`src/rtl/freq_meter_pkg.sv`:
```
// Shared definitions for the frequency meter: FSM state encoding and the
// nominal system clock rate used when sizing gate windows and dividers.
package freq_meter_pkg;

  localparam int CLK_HZ = 10_000_000;

  typedef enum logic [1:0] {
    ST_IDLE  = 2'd0,
    ST_COUNT = 2'd1,
    ST_DONE  = 2'd2
  } state_t;

endpackage

```
`src/rtl/freq_meter_edge_sync.sv`:
```
// Two-flop synchronizer for an asynchronous input plus a history flop,
// producing a one-cycle pulse for every synchronized rising edge.
module edge_sync (
  input  logic clk_in,
  input  logic rst,
  input  logic sig_in,
  output logic sig_edge
);

  logic s0_reg;
  logic s1_reg;
  logic prev_reg;

  // Synchronizer chain; runs in every FSM state so it is always settled.
  always_ff @(posedge clk_in) begin
    if (rst) begin
      s0_reg   <= 1'b0;
      s1_reg   <= 1'b0;
      prev_reg <= 1'b0;
    end else begin
      s0_reg   <= sig_in;
      s1_reg   <= s0_reg;
      prev_reg <= s1_reg;
    end
  end

  assign sig_edge = s1_reg & ~prev_reg;

endmodule

```
`src/rtl/freq_meter.sv`:
```
// Gated edge counter: counts synchronized rising edges of sig_in over a
// window of GATE_CYCLES clocks and publishes a saturating result.
module freq_meter
  import freq_meter_pkg::*;
#(
  parameter int GATE_CYCLES = 10_000_000,
  parameter int CNT_W       = 24,
  parameter bit CONTINUOUS  = 1'b0
) (
  input  logic             clk_in,
  input  logic             rst,
  input  logic             sig_in,
  input  logic             start,
  output logic [CNT_W-1:0] freq_count,
  output logic             valid,
  output logic             busy,
  output logic             overflow
);

  localparam int GATE_W = (GATE_CYCLES > 1) ? $clog2(GATE_CYCLES) : 1;
  localparam logic [GATE_W-1:0] GATE_LAST = GATE_W'(GATE_CYCLES - 1);
  localparam logic [CNT_W-1:0]  CNT_MAX   = '1;

  state_t            state_reg;
  state_t            state_next;
  logic [GATE_W-1:0] gate_cnt_reg;
  logic [CNT_W-1:0]  edge_cnt_reg;
  logic              ovf_int_reg;
  logic [CNT_W-1:0]  res_reg;
  logic              ovf_res_reg;

  logic              sig_edge;
  logic              gate_last;
  logic              edge_at_max;
  logic [CNT_W-1:0]  edge_sum;
  logic              ovf_sum;

  edge_sync u_edge_sync (
    .clk_in   (clk_in),
    .rst      (rst),
    .sig_in   (sig_in),
    .sig_edge (sig_edge)
  );

  // Final gate cycle; its edge still belongs to this gate.
  assign gate_last   = (state_reg == ST_COUNT) && (gate_cnt_reg == GATE_LAST);
  assign edge_at_max = (edge_cnt_reg == CNT_MAX);
  assign edge_sum    = (sig_edge && !edge_at_max) ? edge_cnt_reg + 1'b1 : edge_cnt_reg;
  assign ovf_sum     = ovf_int_reg | (sig_edge & edge_at_max);

  // State register.
  always_ff @(posedge clk_in) begin
    if (rst) state_reg <= ST_IDLE;
    else     state_reg <= state_next;
  end

  // Next-state and status outputs; start is only honoured from IDLE.
  always_comb begin
    state_next = state_reg;
    valid      = 1'b0;
    busy       = 1'b0;
    case (state_reg)
      ST_IDLE: begin
        if (start) state_next = ST_COUNT;
      end
      ST_COUNT: begin
        busy = 1'b1;
        if (gate_last) state_next = ST_DONE;
      end
      ST_DONE: begin
        busy       = 1'b1;
        valid      = 1'b1;
        state_next = CONTINUOUS ? ST_COUNT : ST_IDLE;
      end
      default: state_next = ST_IDLE;
    endcase
  end

  // Gate and edge counters; cleared whenever not counting so every gate starts fresh.
  // The gate counter returns to zero on its last cycle rather than running past the window.
  always_ff @(posedge clk_in) begin
    if (rst) begin
      gate_cnt_reg <= '0;
      edge_cnt_reg <= '0;
      ovf_int_reg  <= 1'b0;
      res_reg      <= '0;
      ovf_res_reg  <= 1'b0;
    end else if (state_reg == ST_COUNT) begin
      gate_cnt_reg <= gate_last ? '0 : gate_cnt_reg + 1'b1;
      edge_cnt_reg <= edge_sum;
      ovf_int_reg  <= ovf_sum;
      if (gate_last) begin
        res_reg     <= edge_sum;
        ovf_res_reg <= ovf_sum;
      end
    end else begin
      gate_cnt_reg <= '0;
      edge_cnt_reg <= '0;
      ovf_int_reg  <= 1'b0;
    end
  end

  // Published result, updated once per completed gate.
  always_ff @(posedge clk_in) begin
    if (rst) begin
      freq_count <= '0;
      overflow   <= 1'b0;
    end else if (state_reg == ST_DONE) begin
      freq_count <= res_reg;
      overflow   <= ovf_res_reg;
    end
  end

endmodule

```
`config.mk`:
```
export PLATFORM = sky130hd
export DESIGN_NAME = freq_meter
export DESIGN_NICKNAME = d
export VERILOG_FILES = /design/src/rtl/freq_meter_pkg.sv /design/src/rtl/freq_meter_edge_sync.sv /design/src/rtl/freq_meter.sv
export SDC_FILE = /design/constraint.sdc
export NUM_CORES = 1
export LEC_CHECK = 0
export CORE_MARGIN = 10
export CORE_UTILIZATION = 50
export CTS_BUF_LIST = sky130_fd_sc_hd__clkbuf_4
export CTS_CLUSTER_SIZE = 25
export DETAILED_ROUTE_END_ITERATION = 7
export HOLD_SLACK_MARGIN = 0.03
export PLACE_DENSITY = 0.78
export SLEW_MARGIN = 20
export SYNTH_ARGS = -nofsm -noshare
export SYNTH_HDL_FRONTEND = slang
export SYNTH_SLANG_ARGS = --single-unit
```
`constraint.sdc`:
```
create_clock -name clk_in -period 5.2 [get_ports clk_in]
set_clock_uncertainty 0.15 [all_clocks]
set_input_delay 1.56 -clock clk_in [delete_from_list [all_inputs] [get_ports clk_in]]
set_output_delay 1.56 -clock clk_in [all_outputs]
set_load 0.1 [all_outputs]
```
Word-level counts from Yosys, hierarchy flattened
Index checks and enable logic that the tools add are counted.
- register bits: 104
- input port bits: 4
- output and inout bits: 27
- word-level logic and storage cells: 39
- add/subtract/negate cells: 2
- equality and inequality tests: 6
- muxes and demuxes: 6
- bitwise logic cells: 5
- reductions and logical operators: 9
- operators with widths (operator ; count):
    $add 24x1->24 const B ; 2
    $eq 24x24->1 const B ; 2
    $mux 24 ; 1
    $mux 2 ; 2
    $ne 2x2->1 const B ; 2
    $pmux 2 s2 ; 1
    $reduce_and 2->1 ; 2
    $reduce_or 2->1 ; 2
    $reduce_or 3->1 ; 1
    $and 1x1->1 ; 2
    $eq 2x1->1 const B ; 1
    $eq 2x2->1 const B ; 1
    $logic_and 1x1->1 ; 2
    $logic_not 2->1 ; 1
    $mux 1 ; 2
    $not 1->1 ; 2
    $logic_not 1->1 ; 1
    $or 1x1->1 ; 1

Longest topological paths before layout
- depth after elaboration: 4
- gate-level depth with buffers: 8

Hierarchy
A second synthesis with hierarchy kept.
- cells, all modules: 440
- area total of the unflattened synthesis: 4277.9 um2
- modules (own cells, without submodules) (module ; times used ; cells an instance ; area an instance (um2) ; seq. area each (um2)):
    freq_meter ; 1 ; 433 ; 4190.3 ; 2021.9
    edge_sync ; 1 ; 7 ; 87.6 ; 60.1

Least setup slack after synthesis
OpenSTA, ideal clock, no wires.
- path kind: register to output
- start point: register state_reg[0]
- end point: output port busy
- arrival: 1.211 ns
- data required time: 3.490 ns
- slack: 2.279 ns
- stages on the path, launching flop included: 3
- path buffers: 0
- cell sequence: dfxtp_1 inv_1 ha_1
- longest elaborated chain between the ends: 3
- elaborated cells on any way between the ends: 4
- those cells by class: eq/ne: 2; mux: 1; reduce/logical: 1
- RTL lines (item ; line ; text):
    start, declared ; freq_meter.sv:24 ; state_t state_reg;
    start signal, assigned ; freq_meter.sv:54 ; else state_reg <= state_next;
    $eq 2x1->1 or $eq 2x2->1 (tied branches) ; freq_meter.sv:62 ; case (state_reg)
    $reduce_or 2->1 (no line) (*) ; -- ;
    $mux 1 (*) ; freq_meter.sv:62 ;
    end, declared ; freq_meter.sv:16 ; output logic busy,
Every way passes the cells marked *; elsewhere a longest branch is shown, timed or not.

Worst setup path in the final report
Same ends and word-level chain as after synthesis.

==> flow_summary.ini <==
[timing]
hold_slack_ps = 312.9
worstMarginPinSlew_ps = 980.6
rsz0062_at_grt = no
finalSetupViolations = 0
hold_viol = 0
max_freq_mhz = 250.2
slew_headroom_pct = 34.42
setup_ws_ps = 1203
period_share_pct = 76.87
finalCriticalPeriod_ps = 3997
timing.final.max_slew_violations = 0
fin_setup_tns_ps = 0

[routing]
vias_per_cell = 5.479
wl_per_cell_microns = 13.64
drt_iter0_drc = 126
vias = 3331
ant_nets = 0
first_pass_iters = 4
drc = 0
wl_microns = 8292

[cts]
postCtsResizedCells = 0
cts_tree = built
cts_max_level = 3
cts.path.max_buffers = 2
clock_sinks = 104
cts-buffers-inserted = 9
cts_setup_buffers = 0
clk_latency_ps = 440
postCtsHoldBufs = 0
path_clk_slew_ps = 150
cts-root-buf = clkbuf_4

[floorplan]
num_rows = 34
initial_core_util_pct = 50.65
ioPinCount = 31
die_area_sq_um = 12890
die_width_microns = 113.5
core-area_sq_um = 8636
dieHeight_microns = 113.5

[yosys]
synth-async-reset-ratio_pct = 0
yosysTopAreaCell = dfxtp_1
syn_avg_cell_area_sq_um = 9.248
synth.distinct_cells = 44
ys_seq_area_share_pct = 47.60
netlist_area_sq_um = 4374
synth_top_area_share_pct = 47.60
synth-edff-count = 0
netlist_instances = 473
ys.flop_type = dfxtp_1
synth_fp_nets = 482
synth_area_leaders = dfxtp_1 48%, nor2_1 8.8%, mux2i_1 5.9%
synth_seq_cells = 104
ys_warn_count = 0

[global_routing]
grt_pass1_wl_microns = 14720
track_usage_pct = 13.27
gr-total-overflow = 0
grt_max_degree = 56
grt_pass1_vias = 3233
antenna_found_initial = 0

[setup_path]
critPathLaunchType = flip-flop
cp-end-kind = output port
path_class = reg -> out
cp_data_required_time_ps = 3490
arrival_ps = 2290
cp_max_fo = 3

[finish]
final_cell_area_sq_um = 4871
fillerInstances = 799
drive_gt1_share_pct = 7.800
multiInputGateArea_sq_um = 2151
fin_nets = 504
syn2layout_area_growth_pct = 11.36
final_util_pct = 56.40
num_antenna_cells = 0
seq_area_sq_um = 2082

[placed_design]
hpwl_microns = 5731
place_area_sq_um = 4715
pre_cts_ws_ps = 1693
port_buffers = 30
place.gp.congestion = 0.8397

[power_and_ir_drop]
pwr_density_cell_nw_per_um2 = 257.5
max-vdd-ir-drop_v = 0.0001183
p_leak_nw = 1.497

[flow_run]
max_cap_viol_count = 0

[status]
status = finished, final reports clean

[min_path]
hold_path.class = reg -> reg
## final timing paths
check,from,end,slack (ps),depth (start not counted)
setup / recovery,state_reg[0],busy,1200,3
hold / removal,u_edge_sync.s0_reg,u_edge_sync.s1_reg,310,1
setup reg to reg,gate_cnt_reg[0],gate_cnt_reg[11],2550,6
hold reg to reg,u_edge_sync.s0_reg,u_edge_sync.s1_reg,310,1
## cells by family (layout without fill, tap and decap cells)
kind of cell / count (synthesis) / after routing / share of synthesized area, %
AOI/OAI and AO/OA: 58 / 58 / 10.61
xor gates and xnor gates: 40 / 40 / 8.009
adders and majority gates: 5 / 5 / 1.430
buffers and inverters: 31 / 58 / 3.290
DFF: 104 / 104 / 47.60
muxes: 26 / 26 / 5.950
and+or+nand+nor: 209 / 209 / 23.11
## cells in the final DEF (no fill, tap or decap), drive strengths merged, types with 12 or more instances in the layout
master | netlist | routed
dfxtp | 104 | 104
xnor2 | 21 | 21
nand2 | 25 | 25
a21oi | 12 | 12
nand3 | 26 | 26
mux2i | 26 | 26
a211oi | 27 | 27
xor2 | 19 | 19
nor2 | 103 | 103
clkdlybuf4s50 | 0 | 28
nand4 | 15 | 15
## cell usage after synthesis (3+ instances only)
cell type,number
dfxtp_1,104
nor2_1,103
mux2i_1,26
nand2_1,25
nand3_1,25
xnor2_1,21
xor2_1,19
a211oi_1,18
nand4_1,15
clkbuf_1,13
a21oi_1,12
a211oi_2,9
buf_2,7
inv_1,7
nor3_1,7
a2111oi_1,5
and3_1,5
ha_1,5
o21ai_0,5
and4_1,4
nor2b_1,4
a21o_1,3
nand2b_1,3
nor4_1,3
or3_1,3
## worst max-delay path, stage by stage, from the launching register on
cell	delay (ps)
dfxtp_1	370
inv_1	80
ha_1	270
clkdlybuf4s50_1	1130
## power breakdown
part           switching, W  leakage [nW]  internal [W]
registers        0.00000176         0.838      0.000800
logic             0.0000292         0.584    0.00000931
clock network      0.000260        0.0746      0.000154
## area by class of cell
class,instances,share of cell area [%]
clock buffers,10,1.541
clock inverters,6,1.387
well taps,108,2.774
multi-input cells,338,44.16
inverters,7,0.5394
flip-flops and latches,104,42.74
repair buffers,35,6.858
## through the flow
| step | power, W | instances |
|---|---|---|
| 6_report | 0.001254 | 608 |
| 5_1_grt | 0.001306 | 608 |
| 4_1_cts | 0.001269 | 607 |
| 3_5_place_dp | 0.0008571 | 591 |
| 3_3_place_gp | 0.0008561 | 591 |
| 2_1_floorplan | 0.0008484 | 473 |
## per-layer routing
layer  share of wire (%)  vias to the layer above  GRT usage [%]
li1                    -                     1687              -
met1                  46                     1570          15.77
met2                  48                       60          22.57
met3                 4.5                       14          3.990
met4                 1.3                        0          3.807
met5                   0                        -              0
Note: power is estimated with default switching activity, not from simulation.
